File: src/rtl/mem_access_unit.sv
// Data-memory access unit: one load/store per request on a word-only bus.
// Sub-word loads are extracted and extended; sb/sh use read-modify-write.
module mem_access_unit #(
  parameter int unsigned TIMEOUT = 255
) (
  input  logic        clk,
  input  logic        rst_n,
  input  logic        start,
  input  logic        wena,
  input  logic        w,
  input  logic        h,
  input  logic        b,
  input  logic        z,
  input  logic [31:0] addr,
  input  logic [31:0] wdata,
  output logic [31:0] rdata,
  output logic        stall,
  output logic        done,
  output logic        misalign,
  output logic        bus_err,
  output logic        mem_req,
  output logic        mem_we,
  output logic [31:0] mem_addr,
  output logic [31:0] mem_wdata,
  input  logic [31:0] mem_rdata,
  input  logic        mem_ack
);

  typedef enum logic [1:0] {
    S_IDLE,
    S_RD,
    S_WR,
    S_DONE
  } state_t;

  localparam logic [7:0] LP_TO = 8'(TIMEOUT);

  state_t      r_state;
  logic [31:0] r_addr;
  logic [15:0] r_wdata;
  logic        r_w;
  logic        r_h;
  logic        r_b;
  logic        r_z;
  logic        r_wena;
  logic [7:0]  r_cnt;
  logic [31:0] r_rdata;
  logic        r_done;
  logic        r_misalign;
  logic        r_bus_err;
  logic        r_mem_req;
  logic        r_mem_we;
  logic [31:0] r_mem_wdata;

  logic        w_one;
  logic        w_fault;
  logic [4:0]  w_bsh;
  logic [7:0]  w_byte;
  logic [15:0] w_half;
  logic [31:0] w_load;
  logic [31:0] w_merge;
  logic [7:0]  w_cnt_nxt;
  logic        w_to;

  // Request decode on the live inputs, evaluated while idle
  assign w_one = (w & ~h & ~b)
               | (~w & h & ~b)
               | (~w & ~h & b);

  assign w_fault = ~w_one
                 | (h & addr[0])
                 | (w & (addr[1:0] != 2'b00));

  // Lane selection from the latched address
  assign w_bsh  = {r_addr[1:0], 3'b000};
  assign w_byte = mem_rdata[w_bsh +: 8];
  assign w_half = r_addr[1] ? mem_rdata[31:16]
                            : mem_rdata[15:0];

  assign w_cnt_nxt = r_cnt + 8'd1;
  assign w_to      = (w_cnt_nxt == LP_TO);

  // Load result: word pass-through or sign/zero-extended lane
  always_comb begin
    w_load = mem_rdata;
    if (r_w) begin
      w_load = mem_rdata;
    end else if (r_h) begin
      w_load = {{16{~r_z & w_half[15]}}, w_half};
    end else begin
      w_load = {{24{~r_z & w_byte[7]}}, w_byte};
    end
  end

  // Store merge: replace the addressed lane of the read word
  always_comb begin
    w_merge = mem_rdata;
    if (r_b) begin
      w_merge[w_bsh +: 8] = r_wdata[7:0];
    end else if (r_addr[1]) begin
      w_merge[31:16] = r_wdata;
    end else begin
      w_merge[15:0] = r_wdata;
    end
  end

  // Access sequencer with registered bus and status outputs
  always_ff @(posedge clk or negedge rst_n) begin
    if (!rst_n) begin
      r_state     <= S_IDLE;
      r_addr      <= '0;
      r_wdata     <= '0;
      r_w         <= 1'b0;
      r_h         <= 1'b0;
      r_b         <= 1'b0;
      r_z         <= 1'b0;
      r_wena      <= 1'b0;
      r_cnt       <= '0;
      r_rdata     <= '0;
      r_done      <= 1'b0;
      r_misalign  <= 1'b0;
      r_bus_err   <= 1'b0;
      r_mem_req   <= 1'b0;
      r_mem_we    <= 1'b0;
      r_mem_wdata <= '0;
    end else begin
      unique case (r_state)
        S_IDLE: begin
          if (start) begin
            r_addr  <= addr;
            r_wdata <= wdata[15:0];
            r_w     <= w;
            r_h     <= h;
            r_b     <= b;
            r_z     <= z;
            r_wena  <= wena;
            r_cnt   <= '0;
            if (w_fault) begin
              r_state    <= S_DONE;
              r_done     <= 1'b1;
              r_misalign <= 1'b1;
              r_rdata    <= '0;
            end else if (wena & w) begin
              r_state     <= S_WR;
              r_mem_req   <= 1'b1;
              r_mem_we    <= 1'b1;
              r_mem_wdata <= wdata;
            end else begin
              r_state   <= S_RD;
              r_mem_req <= 1'b1;
              r_mem_we  <= 1'b0;
            end
          end
        end
        S_RD: begin
          if (mem_ack) begin
            r_cnt <= '0;
            if (r_wena) begin
              r_state     <= S_WR;
              r_mem_we    <= 1'b1;
              r_mem_wdata <= w_merge;
            end else begin
              r_state   <= S_DONE;
              r_mem_req <= 1'b0;
              r_done    <= 1'b1;
              r_rdata   <= w_load;
            end
          end else if (w_to) begin
            r_state   <= S_DONE;
            r_mem_req <= 1'b0;
            r_done    <= 1'b1;
            r_bus_err <= 1'b1;
            r_rdata   <= '0;
          end else begin
            r_cnt <= w_cnt_nxt;
          end
        end
        S_WR: begin
          if (mem_ack) begin
            r_state   <= S_DONE;
            r_mem_req <= 1'b0;
            r_mem_we  <= 1'b0;
            r_done    <= 1'b1;
            r_rdata   <= '0;
          end else if (w_to) begin
            r_state   <= S_DONE;
            r_mem_req <= 1'b0;
            r_mem_we  <= 1'b0;
            r_done    <= 1'b1;
            r_bus_err <= 1'b1;
            r_rdata   <= '0;
          end else begin
            r_cnt <= w_cnt_nxt;
          end
        end
        S_DONE: begin
          r_state    <= S_IDLE;
          r_done     <= 1'b0;
          r_misalign <= 1'b0;
          r_bus_err  <= 1'b0;
          r_rdata    <= '0;
          r_mem_we   <= 1'b0;
        end
        default: begin
          r_state <= S_IDLE;
        end
      endcase
    end
  end

  // Hold the pipeline from request acceptance until completion
  assign stall = rst_n
               & (((r_state == S_IDLE) & start)
               | (r_state == S_RD)
               | (r_state == S_WR));

  assign rdata     = r_rdata;
  assign done      = r_done;
  assign misalign  = r_misalign;
  assign bus_err   = r_bus_err;
  assign mem_req   = r_mem_req;
  assign mem_we    = r_mem_we;
  assign mem_addr  = {r_addr[31:2], 2'b00};
  assign mem_wdata = r_mem_wdata;

endmodule
File: config.mk
export PLATFORM = sky130hd
export DESIGN_NAME = mem_access_unit
export DESIGN_NICKNAME = d
export VERILOG_FILES = /design/src/rtl/mem_access_unit.sv
export SDC_FILE = /design/constraint.sdc
export NUM_CORES = 1
export LEC_CHECK = 0
export CORE_ASPECT_RATIO = 0.75
export CORE_MARGIN = 10
export CORE_UTILIZATION = 45
export CTS_BUF_LIST = sky130_fd_sc_hd__clkbuf_8
export DETAILED_ROUTE_END_ITERATION = 7
export GPL_ROUTABILITY_DRIVEN = 1
export PLACE_DENSITY = 0.85
export SETUP_SLACK_MARGIN = 0.4
export SLEW_MARGIN = 20
export SYNTH_ARGS = -nofsm -noshare
export SYNTH_HDL_FRONTEND = slang
export SYNTH_SLANG_ARGS = --single-unit
File: constraint.sdc
create_clock -name clk -period 2.4 [get_ports clk]
set_input_delay 0.24 -clock clk [delete_from_list [all_inputs] [get_ports clk]]
set_output_delay 0.24 -clock clk [all_outputs]
set_load 0.02 [all_outputs]
==> impl_metrics.csv <==
group,metric,value,unit
pwr,vdd_drop_max,867,uV
sta,fmax,0.500,GHz
die,ios,207,
die,start_util,46.3,%
sta,drv_slew,0,
drt,drt_pass1_iterations,6,
worst_hold_path,min_path_type,"in2reg",
synth,synth_area_leaders,"dfrtp_1, mux2_2, nand2b_1",
sta,fin_crit_sh,83.3,%
worst_setup_path,critPathKind,"reg2reg",
synth,yosysTopAreaCell,"dfrtp_1",
final_layout,drive_gt1_share,21.4,%
drt,remaining_drc_errors,0,
place,dpl_worst_slack,-0.0212,ns
worst_setup_path,cp_slowest_cell,"dfrtp_2",
synth,synth_top_area_share,44.1,%
final_layout,fin_nets,1037,
synth,ys.flop_type,"dfrtp_1",
drt,routed_wl,26200,um
sta,hold_violations,0,
sta,final.setup_skew,0.00947,ns
grt,grt_pass1_vias,6669,
place,hpwl,18200,um
drt,ant_nets,0,
synth,ys_types,62,
sta,period_needed,2.00,ns
cts,cts_root_buf,"clkbuf_8",
final_layout,layout_common_cells,"clkdlybuf4s50_1, dfrtp_1, nand2_1, mux2_2",
grt,gr-total-overflow,0,
synth,synth-seq-area-share,44.1,%
cts,cts_tree,"built",
run_status,status,"complete, no violations",
worst_setup_path,critPathTopFamily,"compound AO/OA/AOI/OAI gates",
pwr,power_frac_comb,56.5,%
grt,grt_pass1_wl,39200,um
worst_setup_path,path_buf_inv,2,
synth,yosys_warnings,0,
cts,cts_buffer_depth,2,
worst_setup_path,crit_path_start_kind,"flip-flop",
synth,syn_avg_cell_area,10.3,um2
grt,grt_start_max_net_pins,71,
final_layout,synthToLayoutAreaGrowth,40.7,%
flow_run,maxCapViolCount,0,
drt,wl_per_cell,22.9,um
final_layout,mostFrequentLayoutCell,"clkdlybuf4s50_1",
drt,via_per_inst,5.97,
sta,rsz0062_at_grt,"true",
sta,worst_pin_slew,0.912,ns
cts,h-tree-depth,4,
grt,track_usage,22.1,%
die,rows,40,
worst_setup_path,slowest_delay,0.48,ns
synth,ys_ff_latch,132,
drt,first_iter_violations,877,
synth,synthCells,724,
die,die_x,169,um
final_layout,utilization,65.2,%
worst_setup_path,crit_chain,"inv_4 > ha_4 > a21boi_4 > nor2_1 > a31oi_4 > buf_12 > a211oi_2 > a21o_1",
final_layout,diodes,0,
sta,setup_viol,0,
pwr,clockPowerShare,14.9,%
cts,cts_sinks,132,
pwr,p_sw,0.00569,W
pwr,swShare,42.6,%
worst_setup_path,worstSetupEndpointType,"flip-flop",
drt,dr_total_vias,6814,
worst_setup_path,required,2.75,ns
synth,synth_edf_count,0,
synth,syn-cell-area,7490,um2
sta,setup_slack,0.400,ns
worst_setup_path,cp_max_fo,17,
pwr,seq_power_share,28.6,%
pwr,leakage,4.38,nW
worst_setup_path,crit_arrival,2.35,ns
cts,cts_buffers,17,
final_layout,fillCellCount,1234,
die,die_area,22300,um2
die,coreArea,16200,um2
die,fp.dieH,132,um
sta,hold-worst-slack,0.389,ns
place,finalWeightedCongestion,0.894,
grt,antenna_found_initial,0,
pwr,power.internal,0.00765,W
synth,async_reset_ff_share,100,%
pwr,cellPowerDensity,1270,nW/um2
place,io_buffer_count,204,
cts,clk_latency,0.45,ns
sta,slew_headroom,39.2,%
cts,clk_pin_slew,0.08,ns
==> per-layer routing <==
layer  track usage (%)  part of all wire (%)
met2              32.5                    44
met4              7.43                   2.3
met3              9.06                    12
met1              28.8                    42
met5                 0                     0
==> worst paths after layout <==
check | start | to | slack [ns] | cells past startpoint
hold / removal | addr[13] | r_addr[13]$_DFFE_PN0P_ | 0.39 | 2
setup reg to reg | r_state[1]$_DFFE_PN0N_ | mem_wdata[2]$_DFFE_PN0P_ | 0.40 | 8
hold reg to reg | mem_wdata[5]$_DFFE_PN0P_ | mem_wdata[5]$_DFFE_PN0P_ | 0.48 | 1
min in group asynchronous | rst_n | r_addr[7]$_DFFE_PN0P_ | 0.58 | 3
setup / recovery | r_state[1]$_DFFE_PN0N_ | mem_wdata[2]$_DFFE_PN0P_ | 0.40 | 8
max in group asynchronous | rst_n | r_b$_DFFE_PN0P_ | 1.12 | 3
==> stage by stage <==
step / setup TNS, ns / total power [W] / instances / cell area, um2
2_1_floorplan: 0 / 0.00827 / 725 / 7550
3_3_place_gp: 0 / 0.0104 / 1086 / 9640
3_5_place_dp: -0.0212 / 0.0106 / 1086 / 9640
4_1_cts: 0 / 0.0129 / 1122 / 10200
5_1_grt: 0 / 0.0141 / 1142 / 10500
6_report: 0 / 0.0133 / 1142 / 10500
==> Yosys cell counts, types with 2 or more instances <==
cell       instances
nand2_1           65
a221oi_1           6
a211oi_1          26
ha_1              13
mux2i_1           26
and2_1             8
and3_1             4
clkbuf_1          30
o211ai_1           2
a21o_1            20
o31ai_1            7
o21ai_0           33
a22o_2             6
inv_1             12
a211oi_2           9
a32oi_1            9
nand4_1            2
dfrtp_1          132
o21a_1             3
o2bb2ai_1          8
a22o_1            18
a32o_1             9
a22oi_1           14
buf_6              5
nand2b_1          43
nor3_1             2
nor2_1            27
o22ai_1            9
a31oi_1           21
nand3_1            5
a21oi_1            7
buf_4             32
a21boi_0           3
buf_1              5
nor4bb_1           2
mux2_2            50
nor2b_1           14
buf_2             12
nand4b_1           2
==> cell type report <==
cell class | count | area [um2] | share of cell area [%]
inverters | 13 | 61.3 | 0.582
multi-input cells | 494 | 3850 | 36.6
clock inverters | 15 | 183 | 1.73
well taps | 210 | 263 | 2.49
repair buffers | 261 | 2630 | 25.0
clock buffers | 17 | 234 | 2.22
flip-flops and latches | 132 | 3310 | 31.4
==> kinds of logic after synthesis <==
family | count (synthesis) | synth area share, %
AO/OA/AOI/OAI | 218 | 22.1
other | 1 | 0.0501
multiplexers | 77 | 11.3
adder cells (fa/ha/maj) | 13 | 2.17
buffers and inverters | 99 | 7.44
flip-flops | 132 | 44.1
AND/OR/NAND/NOR | 183 | 12.7
XOR/XNOR | 1 | 0.117
==> sequential cells by signal (all words and copies together) (netlist names), 2 cells and up <==
name / count
r_cnt: 8
rdata: 32
r_addr: 32
r_state: 2
mem_wdata: 32
r_wdata: 16
==> worst reg2reg max path, cell delays in order, from the launching register on <==
cell,delay [ns]
dfrtp_2,0.48
inv_4,0.12
ha_4,0.20
a21boi_4,0.24
nor2_1,0.11
a31oi_4,0.29
buf_12,0.22
a211oi_2,0.06
a21o_1,0.18
==> what timing repair did <==
action | CTS | global route
hold buffers | 1 | 0
gates resized for setup | 29 | 27
buffers inserted | 1 | 19
endpoints found under the setup margin | 100 | 103
hold endpoints to repair | 13 | 0
gates cloned | 2 | 1
pin swaps | 3 | 7
==> power by group through the flow <==
stage               Clock (W)  Combinational (W)  Sequential (W)
finish                0.00199            0.00754         0.00382
global route          0.00213            0.00805         0.00391
CTS                   0.00203            0.00710         0.00375
detailed placement          0            0.00679         0.00376
global placement            0            0.00668         0.00372
floorplan                   0            0.00433         0.00393
(Power assumes the default switching activity.)
